`src/rtl/usb_tx_pkg.sv`:
```
// USB transmit controller shared definitions.
// State encoding, SYNC pattern and default timing parameters.
package usb_tx_pkg;

  typedef enum logic [2:0] {
    IDLE,
    SYNC,
    DATA,
    EOP_SE0,
    EOP_J
  } state_e;

  localparam logic [7:0] SYNC_PATTERN    = 8'h80;
  localparam int         STUFF_LEN_DEF   = 6;
  localparam int         EOP_SE0_CYC_DEF = 2;

endpackage

```
`src/rtl/usb_tx_ctrl_stuff_counter.sv`:
```
// Consecutive-ones counter for USB bit stuffing.
// stuff_next flags that the bit going out now completes a run.
module stuff_counter #(
  parameter int STUFF_LEN = 6
) (
  input  logic clk,
  input  logic rst_L,
  input  logic data_bit,
  input  logic enable,
  input  logic clear,
  output logic stuff_next
);

  localparam int CW = $clog2(STUFF_LEN + 1);
  localparam logic [CW-1:0] TERM = CW'(STUFF_LEN);

  logic [CW-1:0] cnt;

  always_ff @(posedge clk or negedge rst_L) begin
    if (!rst_L) begin
      cnt <= '0;
    end else if (clear) begin
      cnt <= '0;
    end else if (enable) begin
      if (!data_bit)
        cnt <= '0;
      else if (cnt != TERM)
        cnt <= cnt + 1'b1;
    end
  end

  assign stuff_next = enable & data_bit
                    & (cnt == TERM - 1'b1);

endmodule

```
`src/rtl/usb_tx_ctrl.sv`:
```
// USB low-level transmit sequencer: SYNC, stuffed
// LSB-first data, then SE0/J end-of-packet.
import usb_tx_pkg::*;

module usb_tx_ctrl #(
  parameter int STUFF_LEN   = STUFF_LEN_DEF,
  parameter int EOP_SE0_CYC = EOP_SE0_CYC_DEF
) (
  input  logic       clk,
  input  logic       rst_L,
  input  logic       pkt_valid,
  input  logic [7:0] pkt_byte,
  input  logic       pkt_last,
  output logic       pkt_ready,
  output logic       nrz_bit,
  output logic       nrzi_start,
  output logic       nrzi_end,
  output logic       se0,
  output logic       tx_busy,
  output logic       tx_underrun
);

  localparam logic [2:0] SE0_LAST = 3'(EOP_SE0_CYC - 1);

  state_e     state, nxt;
  logic [2:0] bidx;
  logic [7:0] sr, hold, src;
  logic       hold_vld, hold_last, cur_last;
  logic       stuff_q, fin_q;
  logic       stuff_next, cnt_en, emit;
  logic       rdy, accept, fin, reload;

  stuff_counter #(.STUFF_LEN(STUFF_LEN)) u_stuff (
    .clk        (clk),
    .rst_L      (rst_L),
    .data_bit   (nrz_bit),
    .enable     (cnt_en),
    .clear      (state == IDLE),
    .stuff_next (stuff_next)
  );

  // Line outputs; a freshly accepted byte is read straight from hold.
  always_comb begin
    nrz_bit    = 1'b1;
    se0        = 1'b0;
    nrzi_start = 1'b0;
    nrzi_end   = 1'b0;
    cnt_en     = 1'b0;
    emit       = 1'b0;
    src        = hold_vld ? hold : sr;
    unique case (state)
      SYNC: begin
        nrz_bit    = SYNC_PATTERN[bidx];
        nrzi_start = (bidx == 3'd0);
        cnt_en     = 1'b1;
      end
      DATA: begin
        cnt_en = 1'b1;
        if (stuff_q) begin
          nrz_bit = 1'b0;
        end else begin
          nrz_bit = src[0];
          emit    = 1'b1;
        end
      end
      EOP_SE0: begin
        se0      = 1'b1;
        nrzi_end = (bidx == 3'd0);
      end
      default: ;
    endcase
  end

  assign reload = emit & (bidx == 3'd7) & ~cur_last;
  assign fin    = emit & (bidx == 3'd7)
                & (cur_last | ~pkt_valid);

  always_comb begin
    nxt         = state;
    rdy         = 1'b0;
    accept      = 1'b0;
    tx_underrun = 1'b0;
    unique case (state)
      IDLE: begin
        rdy    = 1'b1;
        accept = pkt_valid;
        if (pkt_valid) nxt = SYNC;
      end
      SYNC: begin
        if (bidx == 3'd7) nxt = DATA;
      end
      DATA: begin
        rdy         = reload;
        accept      = reload & pkt_valid;
        tx_underrun = reload & ~pkt_valid;
        if (stuff_q && fin_q) nxt = EOP_SE0;
        if (fin && !stuff_next) nxt = EOP_SE0;
      end
      EOP_SE0: begin
        if (bidx == SE0_LAST) nxt = EOP_J;
      end
      EOP_J: nxt = IDLE;
      default: nxt = IDLE;
    endcase
  end

  assign pkt_ready = rdy & rst_L;
  assign tx_busy   = (state != IDLE);

  always_ff @(posedge clk or negedge rst_L) begin
    if (!rst_L) begin
      state     <= IDLE;
      bidx      <= '0;
      sr        <= '0;
      hold      <= '0;
      hold_vld  <= 1'b0;
      hold_last <= 1'b0;
      cur_last  <= 1'b0;
      stuff_q   <= 1'b0;
      fin_q     <= 1'b0;
    end else begin
      state   <= nxt;
      stuff_q <= stuff_next;
      if (nxt != state)
        bidx <= '0;
      else if (state == SYNC || state == EOP_SE0 || emit)
        bidx <= (bidx == 3'd7) ? 3'd0 : bidx + 3'd1;
      if (accept) begin
        hold      <= pkt_byte;
        hold_last <= pkt_last;
        hold_vld  <= 1'b1;
      end else if (emit) begin
        hold_vld  <= 1'b0;
      end
      if (emit) begin
        sr <= {1'b0, src[7:1]};
        if (hold_vld) cur_last <= hold_last;
      end
      fin_q <= (state == IDLE) ? 1'b0 : (fin_q | fin);
    end
  end

endmodule

```
`config.mk`:
```
export PLATFORM = sky130hd
export DESIGN_NAME = usb_tx_ctrl
export DESIGN_NICKNAME = d
export VERILOG_FILES = /design/src/rtl/usb_tx_pkg.sv /design/src/rtl/usb_tx_ctrl_stuff_counter.sv /design/src/rtl/usb_tx_ctrl.sv
export SDC_FILE = /design/constraint.sdc
export NUM_CORES = 1
export LEC_CHECK = 0
export ABC_AREA = 1
export BUFFER_PORTS_ARGS = -buffer_cell sky130_fd_sc_hd__buf_4
export CORE_UTILIZATION = 59
export CTS_BUF_LIST = sky130_fd_sc_hd__clkbuf_8
export DETAILED_ROUTE_END_ITERATION = 16
export GPL_TIMING_DRIVEN = 0
export PLACE_DENSITY_LB_ADDON = 0.12
export SLEW_MARGIN = 0
export SYNTH_ARGS = -nofsm -noshare
export SYNTH_HDL_FRONTEND = slang
export SYNTH_SLANG_ARGS = --single-unit
```
`constraint.sdc`:
```
create_clock -name clk -period 1.7 [get_ports clk]
set_input_delay 0.34 -clock clk [delete_from_list [all_inputs] [get_ports clk]]
set_output_delay 0.34 -clock clk [all_outputs]
set_load 0.005 [all_outputs]
```
### After elaboration in Yosys (flattened, before gate mapping)

Memory sizes are Yosys's and may differ from the RTL's.
Index checks and enable logic that the tools add are counted.

* register bits after elaboration: 29
* memories: 1
* memory bits (read-only): 8

* multiplexer cells: 29
* equal/unequal tests: 9
* magnitude comparators: 1
* reduce and logical (&&, ||, !) cells: 14
* bitwise operators: 12
* add/subtract/negate cells: 2

Memory list
* (no name shown): words 8, width 1, read ports 1, clocked after memory_dff 0, wr ports 0, RTL line usb_tx_ctrl.sv:53 `nrz_bit = SYNC_PATTERN[bidx];`

Operators with widths (number)
* 3-bit two-way mux: 12
* 1-bit two-way mux: 12
* 3-bit case mux with 4 select lines: 1
* 1-bit AND: 8
* 8-bit two-way mux: 1
* 3-bit by 1-bit adder with 3-bit output (second input constant): 2
* 3-bit by 1-bit equality test with 1-bit output (second input constant): 2
* 3-bit by 2-bit equality test with 1-bit output (second input constant): 2
* 3-bit equality test (second input constant): 2
* 3-bit logical NOT: 2
* 3-bit != test (second input constant): 2
* 1-bit case mux with 2 select lines: 3
* 2-bit nonzero test: 3
* 3-bit by 4-bit < comparator with 1-bit output (second input constant): 1
* 2-bit AND reduction: 2
* 3-bit != test: 1
* 3-bit nonzero test: 1
* 1-bit logical AND: 2
* 1-bit logical OR: 2
* 1-bit inverter: 2
* 1-bit bitwise OR: 2
* 2-bit OR reduction: 1
* 1-bit logical NOT: 1

### Logic depth before layout (Yosys ltp)

Gate-level depths: netlist (run 1).

* depth in word-level cells: 11
* gate-level depth with buffers: 14
* mapped depth without buffers: 14

### By module

From an unflattened synthesis (run 1), not the netlist that was laid out.

* cells, all modules: 192
* area total of the unflattened synthesis: 1574.0 sq um

Modules (own cells, without submodules)
* usb_tx_ctrl: instances 1, area each 1338.8 sq um, cells an instance 159, sequential area each 650.6 sq um
* stuff_counter: instances 1, area each 235.2 sq um, cells an instance 33, sequential area each 75.1 sq um

### Worst setup path after synthesis (run 1)

Ideal clock, no wire load.

* kind: register to register
* from: register bidx[0]
* to: register bidx[0]
* data required time: 1.584 ns
* stages on the path, launching flop included: 15
* path slack: 0.084 ns
* arrival: 1.500 ns
* library setup time: 0.116 ns
* cells stage by stage: dfrtp_1 ha_1 ha_1 inv_1 nor2_1 inv_2 nand2_1 nand2_1 nand2_1 nand2_1 nand2_1 nand2_1 nand2_1 nand2_1 nor2_1

* word-level cells in the longest chain between the ends: 11
* elaborated cells between the ends (all ways): 21

Ends and longest elaborated chain
* from (decl): RTL line usb_tx_ctrl.sv:26 `logic [2:0] bidx;`
* from (signal assigned): RTL line usb_tx_ctrl.sv:127 `bidx <= (bidx == 3'd7) ? 3'd0 : bidx + 3'd1;`
* memory read 8 x 1 bit
* 1-bit two-way mux (not written as such): RTL line usb_tx_ctrl.sv:53
* 1-bit case mux with 2 select lines: RTL line usb_tx_ctrl.sv:51 `unique case (state)`
* 1-bit AND: RTL line usb_tx_ctrl_stuff_counter.sv:32 `assign stuff_next = enable & data_bit`
* 1-bit AND: RTL line usb_tx_ctrl_stuff_counter.sv:33 `& (cnt == TERM - 1'b1);`
* 1-bit logical NOT: RTL line usb_tx_ctrl.sv:97 `if (fin && !stuff_next) nxt = EOP_SE0;`
* 1-bit logical AND: RTL line usb_tx_ctrl.sv:97
* 3-bit two-way mux: RTL line usb_tx_ctrl.sv:97
* 3-bit case mux with 4 select lines (*): RTL line usb_tx_ctrl.sv:83 `unique case (state)`
* net nxt[0]: RTL line usb_tx_ctrl.sv:25 `state_e state, nxt;`
* 3-bit != test (*): RTL line usb_tx_ctrl.sv:124 `if (nxt != state)`
* 3-bit two-way mux or 2-bit nonzero test (tied branches)

Mark *: on every way through the listed nets, which the timed path passes. The rest lies on a longest branch. The select of a mux whose other input is x is not followed.
A chain may end at the register's enable or synchronous reset.

### Worst setup path in the final report (run 1)

* from: register state[1]
* to: register u_stuff.cnt[1]

* word-level cells in the longest chain between the ends: 5
* elaborated cells between the ends (all ways): 12

Ends and longest elaborated chain
* from (decl): RTL line usb_tx_ctrl.sv:25
* from (signal assigned): RTL line usb_tx_ctrl.sv:122 `state <= nxt;`
* 3-bit by 2-bit equality test with 1-bit output or 3-bit by 1-bit equality test with 1-bit output (tied branches): RTL line usb_tx_ctrl.sv:51
* 1-bit case mux with 2 select lines or 2-bit OR reduction (tied branches)
* 3-bit two-way mux or 1-bit two-way mux (tied branches): RTL line usb_tx_ctrl_stuff_counter.sv:25, usb_tx_ctrl.sv:51
* 3-bit two-way mux or 2-bit nonzero test (tied branches)
* 3-bit two-way mux or 2-bit AND reduction (tied branches)
* to (signal assigned): RTL line usb_tx_ctrl_stuff_counter.sv:28 `cnt <= cnt + 1'b1;`
* to (decl): RTL line usb_tx_ctrl_stuff_counter.sv:17 `logic [CW-1:0] cnt;`

Parallel ways exist; a longest one is shown, timed or not. The select of a mux whose other input is x is not followed.

==> results of run 1 <==
[state kept, by name (all words and copies together) (netlist names), 3 cells and up]
name	count
hold	8
sr	7
bidx	3
state	3
u_stuff.cnt	3
[routing by layer]
metal | GRT usage (%) | wire, um | vias up
li1 | - | - | 672
met1 | 33.1 | 1790 | 737
met2 | 53.4 | 2600 | 107
met3 | 10.1 | 465 | 37
met4 | 16.7 | 285 | 0
met5 | 0 | 0 | -
[timing repair]
item                                    4_1_cts  5_1_grt
endpoints found under the hold margin        29        0
cloned                                        1        0
resized for setup                            30       41
endpoints found under the setup margin       18       22
hold buffers                                  1        0
buffers inserted                             12        7
pin swaps                                    10       16
[power by group through the flow]
stage	Clock, uW	Combinational [uW]	Sequential, uW
finish	529	1950	1160
global route	559	2110	1170
CTS	522	1410	1110
detailed placement	0	1110	1130
global placement	0	1050	1110
floorplan	0	799	1080
[metrics by stage]
| step | setup WS [ns] | instances | TNS, ns | util (%) |
|---|---|---|---|---|
| 4_1_cts | -0.123 | 254 | -0.704 | 84.3 |
| 6_report | -0.247 | 260 | -3.02 | 92.2 |
| 2_1_floorplan | 0.0837 | 188 | 0 | - |
| 3_3_place_gp | -0.0925 | 234 | -0.312 | 72.4 |
| 3_5_place_dp | -0.156 | 234 | -1.08 | 72.4 |
| 5_1_grt | -0.289 | 260 | -4.32 | 92.2 |
[area by class of cell]
cell class | count | area, um2 | area share, %
Timing Repair Buffer | 38 | 329 | 15.4
Inverter | 35 | 136 | 6.38
Buffer | 3 | 18.8 | 0.878
Multi-Input combinational cell | 121 | 817 | 38.2
Tap cell | 28 | 35.0 | 1.64
Clock inverter | 1 | 5.00 | 0.234
Clock buffer | 5 | 68.8 | 3.22
Sequential cell | 29 | 728 | 34.1
[synth_stat cells, drive strengths merged]
| master | instances |
|---|---|
| a21oi | 2 |
| buf | 1 |
| clkbuf | 2 |
| dfrtp | 29 |
| ha | 7 |
| inv | 35 |
| nand2 | 52 |
| nand3 | 9 |
| nor2 | 14 |
| nor3 | 5 |
| o211ai | 1 |
| o21a | 1 |
| o21ai | 29 |
| xor2 | 1 |
[final timing paths]
check	to	slack, ns	cells past startpoint
min reg2reg	hold[1]$_DFFE_PN0P_	0.48	2
min in group clk	hold[1]$_DFFE_PN0P_	0.26	3
max in group asynchronous	state[0]$_DFF_PN0_	1.52	2
min	bidx[2]$_DFFE_PN0P_	0.01	2
max	u_stuff.cnt[1]$_DFFE_PN0P_	-0.25	9
max reg2reg	u_stuff.cnt[1]$_DFFE_PN0P_	-0.25	9
[cells by family (layout without fill, tap and decap cells)]
group | count (synthesis) | after routing | share of synthesized area, %
fa+ha+maj | 7 | 7 | 5.80
simple gates | 80 | 80 | 23.3
compound gates | 33 | 33 | 12.3
flops | 29 | 29 | 48.1
xor+xnor | 1 | 1 | 0.581
buf+inv | 38 | 82 | 9.95
==> flow_metrics.env, run 1 <==
export IMPL_buffer_ports_inserted=18
export IMPL_hold_viol=0
export IMPL_failing_checks="setup timing"
export IMPL_clock_tree_buffer_depth=2
export IMPL_routed_wirelength_um=5140
export IMPL_layout_cells_most_common="sky130_fd_sc_hd__nand2_1"
export IMPL_place_congestion=0.731
export IMPL_cts_reportedPaths_clkPinSlew_ns=0.06
export IMPL_total_power_uw=3640
export IMPL_grt_start_max_net_pins=30
export IMPL_run_status="complete, but fails checks"
export IMPL_number_of_antenna_violations_at_the_first_check_in_global_routing=0
export IMPL_timing_fmax_ghz=0.514
export IMPL_detailedRoute_firstPassIterationCount=4
export IMPL_cts_max_level=2
export IMPL_num_io_pins=19
export IMPL_static_leakage_power_uw=0.00109
export IMPL_setup_worst_path_class="register to register"
export IMPL_cellPowerDensity_nw_per_um2=1700
export IMPL_critical_path_required_ns=1.86
export IMPL_die_area_um2=2760
export IMPL_p_sw_share_pct=44.1
export IMPL_synth_warnings=0
export IMPL_overflow=0
export IMPL_timing_final_ws_setup_ns=-0.247
export IMPL_r2r_start="state[1]$_DFF_PN0_"
export IMPL_grt_setup_unrepaired="yes"
export IMPL_worst_endpoint_arrival_ns=2.11
export IMPL_dp_final_hpwl_um=2110
export IMPL_postSynthNetCount=207
export IMPL_critical_path_buf_inv_count=1
export IMPL_worst_path_dominant_cell_family="simple AND/OR/NAND/NOR gates"
export IMPL_die_height_um=52.6
export IMPL_critical_path_startpoint_type="register"
export IMPL_detailroute_via_count=1553
export IMPL_p_int_uw=2030
export IMPL_synth_top_cell_by_area="sky130_fd_sc_hd__dfrtp_1"
export IMPL_netlist_area_um2=1510
export IMPL_tritoncts="done"
export IMPL_irDropWorstVdd_mv=1.31
export IMPL_finalClockSkew_ns=0.00705
export IMPL_cts_root_buffer="sky130_fd_sc_hd__clkbuf_8"
export IMPL_numCtsBuffers=5
export IMPL_critical_path_peak_fanout=4
export IMPL_setup_viol=22
export IMPL_seqPwrFrac_pct=31.8
export IMPL_cells_taking_the_most_area_after_synthesis="sky130_fd_sc_hd__dfrtp_1, sky130_fd_sc_hd__nand2_1, sky130_fd_sc_hd__o21ai_0"
export IMPL_fillCellCount=75
export IMPL_groute_usage_overall_pct=31.0
export IMPL_slew_limit_headroom_pct=71.4
export IMPL_die_x_um=52.6
export IMPL_finalWorstPathRequiredPeriod_ns=1.95
export IMPL_drive_gt1_share_pct=41.8
export IMPL_post_synth_top_area_share_pct=48.1
export IMPL_cp_slowest_cell="sky130_fd_sc_hd__dfrtp_1"
export IMPL_post_synth_cell_area_avg_um2=8.03
export IMPL_timing_max_transition_violations_final=0
export IMPL_switchingPower_uw=1600
export IMPL_yosys_cell_types_count=22
export IMPL_clk_latency_ns=0.28
export IMPL_p_comb_share_pct=53.7
export IMPL_initial_utilization_pct=65.1
export IMPL_seq_area_frac_synth_pct=48.1
export IMPL_final_worst_path_cycle_share_pct=115
export IMPL_post_route_drc_count=0
export IMPL_place_area_um2=1680
export IMPL_finish_instance_area_um2=2140
export IMPL_ys_seq_elements=29
export IMPL_drt_iter0_drc=91
export IMPL_power_clock_fraction_pct=14.5
export IMPL_worst_slew_pin_slew_ns=0.426
export IMPL_worst_setup_path_end_kind="register"
export IMPL_hold_path_class="primary input to async pin"
export IMPL_post_synth_inst_count=188
export IMPL_cts_sinks=29
export IMPL_cpPeakStageDelay_ns=0.48
export IMPL_first_pass_grt_wire_length_um=5890
export IMPL_drv_cap=0
export IMPL_row_count=17
export IMPL_finalHoldWorstSlack_ns=0.0135
export IMPL_worstPathCellList="nand2_2 -> nor2_4 -> buf_6 -> nand3_2 -> nand2_2 -> nand3_1 -> nand2_1 -> nand2_1 -> o21ai_0"
export IMPL_grt_pass1_vias=1359
export IMPL_antenna_fix_cells=0
export IMPL_viasPerCell=5.97
export IMPL_final_antenna_net_count=0
export IMPL_areaGrowthSynthToFinish_pct=41.7
export IMPL_worst_setup_path_startpoint="state[1]$_DFF_PN0_"
export IMPL_wire_per_inst_um=19.8
export IMPL_design_core_area_um2=2320
export IMPL_layout_common_cells="sky130_fd_sc_hd__nand2_1, sky130_fd_sc_hd__buf_4, sky130_fd_sc_hd__dfrtp_1"
export IMPL_final_nets=252
Power figures use the tool's default switching activity.
==> inputs of run 2 (changes only) <==
Settings changed: CORE_UTILIZATION 59 to 53, SETUP_SLACK_MARGIN set to 0.1.
Clock period 1.7 ns to 1.6 ns, I/O delays scaled along.
==> run 2 against run 1 <==
  * The run still ends with setup timing left
  * Cell area is 4.1% higher
  * Die area is 11% higher
  * Sequential cell count stayed put
  * Critical path depth is 2 lower
  * Non-clock buffer count is 6 higher
  * Worst hold slack better by 0.22 ns
  * Highest routed layer unchanged
==> flow_metrics.env, run 2 (synthesis results as in run 1) <==
export IMPL_overflow=0
export IMPL_layout_common_cells="sky130_fd_sc_hd__nand2_1, sky130_fd_sc_hd__buf_4, sky130_fd_sc_hd__dfrtp_1"
export IMPL_p_sw_share_pct=38.9
export IMPL_largest_register_ff_count=8
export IMPL_worst_setup_path_end_kind="primary output"
export IMPL_timing_final_ws_setup_ns=-0.237
export IMPL_initial_utilization_pct=58.3
export IMPL_timing_fmax_ghz=0.544
export IMPL_dp_final_hpwl_um=2070
export IMPL_grt_busiest_layer="met2"
export IMPL_pre_cts_ws_ns=-0.102
export IMPL_finish_instance_area_um2=2230
export IMPL_grt_pass1_vias=1453
export IMPL_number_of_antenna_violations_at_the_first_check_in_global_routing=0
export IMPL_hold_viol=0
export IMPL_grtUsageMet3_pct=9.13
export IMPL_setup_worst_path_class="register to primary output"
export IMPL_p_int_uw=2390
export IMPL_design_core_area_um2=2590
export IMPL_static_leakage_power_uw=0.00114
export IMPL_die_x_um=55.4
export IMPL_num_io_pins=19
export IMPL_worst_endpoint_arrival_ns=1.52
export IMPL_drt_iter0_drc=45
export IMPL_registers_top_by_ff_count="hold"
export IMPL_worst_slew_pin_slew_ns=0.349
export IMPL_clk_latency_ns=0.29
export IMPL_final_core_util_pct=85.9
export IMPL_place_area_um2=1700
export IMPL_largest_registers="hold x8, sr x7"
export IMPL_detailroute_via_count=1419
export IMPL_filler_free_cell_count_of_the_finished_design=270
export IMPL_placedCellCount=236
export IMPL_place_congestion=0.859
export IMPL_seqPwrFrac_pct=30.3
export IMPL_detailedRoute_firstPassIterationCount=4
export IMPL_numCtsBuffers=5
export IMPL_grt_setup_unrepaired="yes"
export IMPL_first_pass_grt_wire_length_um=6110
export IMPL_drive_gt1_share_pct=43.8
export IMPL_slew_limit_headroom_pct=76.7
export IMPL_timing_max_transition_violations_final=0
export IMPL_wire_per_inst_um=15.4
export IMPL_viasPerCell=5.26
export IMPL_layout_cells_most_common="sky130_fd_sc_hd__nand2_1"
export IMPL_cellPowerDensity_nw_per_um2=1760
export IMPL_switchingPower_uw=1530
export IMPL_cts_reportedPaths_clkPinSlew_ns=0.06
export IMPL_final_antenna_net_count=0
export IMPL_setup_viol=21
export IMPL_antenna_fix_cells=0
export IMPL_buffer_ports_inserted=18
export IMPL_irDropWorstVdd_mv=1.71
export IMPL_drv_cap=0
export IMPL_die_height_um=55.4
export IMPL_finalClockSkew_ns=0.00662
export IMPL_finalWorstPathRequiredPeriod_ns=1.84
export IMPL_final_nets=258
export IMPL_power_clock_fraction_pct=20.1
export IMPL_areaGrowthSynthToFinish_pct=47.5
export IMPL_grt_util_met2_pct=43.2
export IMPL_failing_checks="setup timing"
export IMPL_groute_usage_overall_pct=26.2
export IMPL_post_route_drc_count=0
export IMPL_clock_tree_buffer_depth=2
export IMPL_critical_path_startpoint_type="register"
export IMPL_row_count=18
export IMPL_final_worst_path_cycle_share_pct=115
export IMPL_cts_sinks=29
export IMPL_critical_path_required_ns=1.28
export IMPL_cts_root_buffer="sky130_fd_sc_hd__clkbuf_8"
export IMPL_run_status="complete, but fails checks"
export IMPL_die_area_um2=3060
export IMPL_routed_wirelength_um=4160
export IMPL_grt_util_met1_pct=29.4
export IMPL_hold_path_class="primary input to register"
export IMPL_critical_path_peak_fanout=4
export IMPL_grt_start_max_net_pins=30
export IMPL_tritoncts="done"
export IMPL_p_comb_share_pct=49.5
export IMPL_cts_max_level=2
## run 2: power groups by stage
stage | registers [uW] | clock network, uW | logic [uW]
after global placement | 1180 | 0 | 1140
after CTS | 1190 | 786 | 1580
after floorplan | 1150 | 0 | 862
after global routing | 1220 | 829 | 2120
after detailed placement | 1190 | 0 | 1190
final | 1190 | 788 | 1940
## run 2: final cells by class
| cell class | instances | area [um2] |
|---|---|---|
| plain buffers | 3 | 18.8 |
| clock buffers | 6 | 82.6 |
| clock inverters | 2 | 33.8 |
| fillers | 144 | 364 |
| inverters | 35 | 141 |
| multi-input cells | 121 | 796 |
| flip-flops and latches | 29 | 729 |
| well taps | 30 | 37.5 |
| repair buffers | 44 | 387 |
## run 2: critical path: stages, from the launching register on
cell and delay [ns]:
sky130_fd_sc_hd__dfrtp_1 0.36, sky130_fd_sc_hd__ha_2 0.20, sky130_fd_sc_hd__ha_4 0.15, sky130_fd_sc_hd__inv_6 0.05, sky130_fd_sc_hd__nor3_4 0.21, sky130_fd_sc_hd__inv_2 0.07
sky130_fd_sc_hd__nor2_1 0.09, sky130_fd_sc_hd__buf_4 0.11
## run 2: what timing repair did
item / CTS / global route
setup buffers: 13 / 10
hold buffers: 2 / 0
endpoints found under the hold margin: 29 / 0
resized for setup: 43 / 32
setup endpoints to repair: 22 / 24
pin swaps: 6 / 5
gates cloned: 1 / 0
## run 2: worst paths after layout
path / from / to / slack [ns] / depth (start not counted)
setup / recovery: bidx[1]$_DFFE_PN0P_ / tx_underrun / -0.24 / 7
hold / removal: pkt_byte[7] / hold[7]$_DFFE_PN0P_ / 0.23 / 3
setup reg to reg: bidx[1]$_DFFE_PN0P_ / hold[1]$_DFFE_PN0P_ / -0.22 / 12
hold reg to reg: hold[0]$_DFFE_PN0P_ / hold[0]$_DFFE_PN0P_ / 0.47 / 2
max in group asynchronous: rst_L / state[2]$_DFF_PN0_ / 0.82 / 3
min in group asynchronous: rst_L / stuff_q$_DFF_PN0_ / 0.61 / 3
## run 2: routing by layer
layer  vias to the layer above  share of wire, %
li1                        686                 -
met1                       675                40
met2                        41                52
met3                        17               3.7
met4                         0               3.6
met5                         -                 0
## run 2: through the flow
| step | power [uW] | hold WS [ns] | setup TNS [ns] |
|---|---|---|---|
| 2_1_floorplan | 2020 | 0.0244 | 0 |
| 3_3_place_gp | 2320 | 0.262 | -0.400 |
| 3_5_place_dp | 2390 | 0.267 | -0.966 |
| 4_1_cts | 3550 | 0.231 | -1.94 |
| 5_1_grt | 4170 | 0.230 | -5.31 |
| 6_report | 3920 | 0.233 | -3.46 |
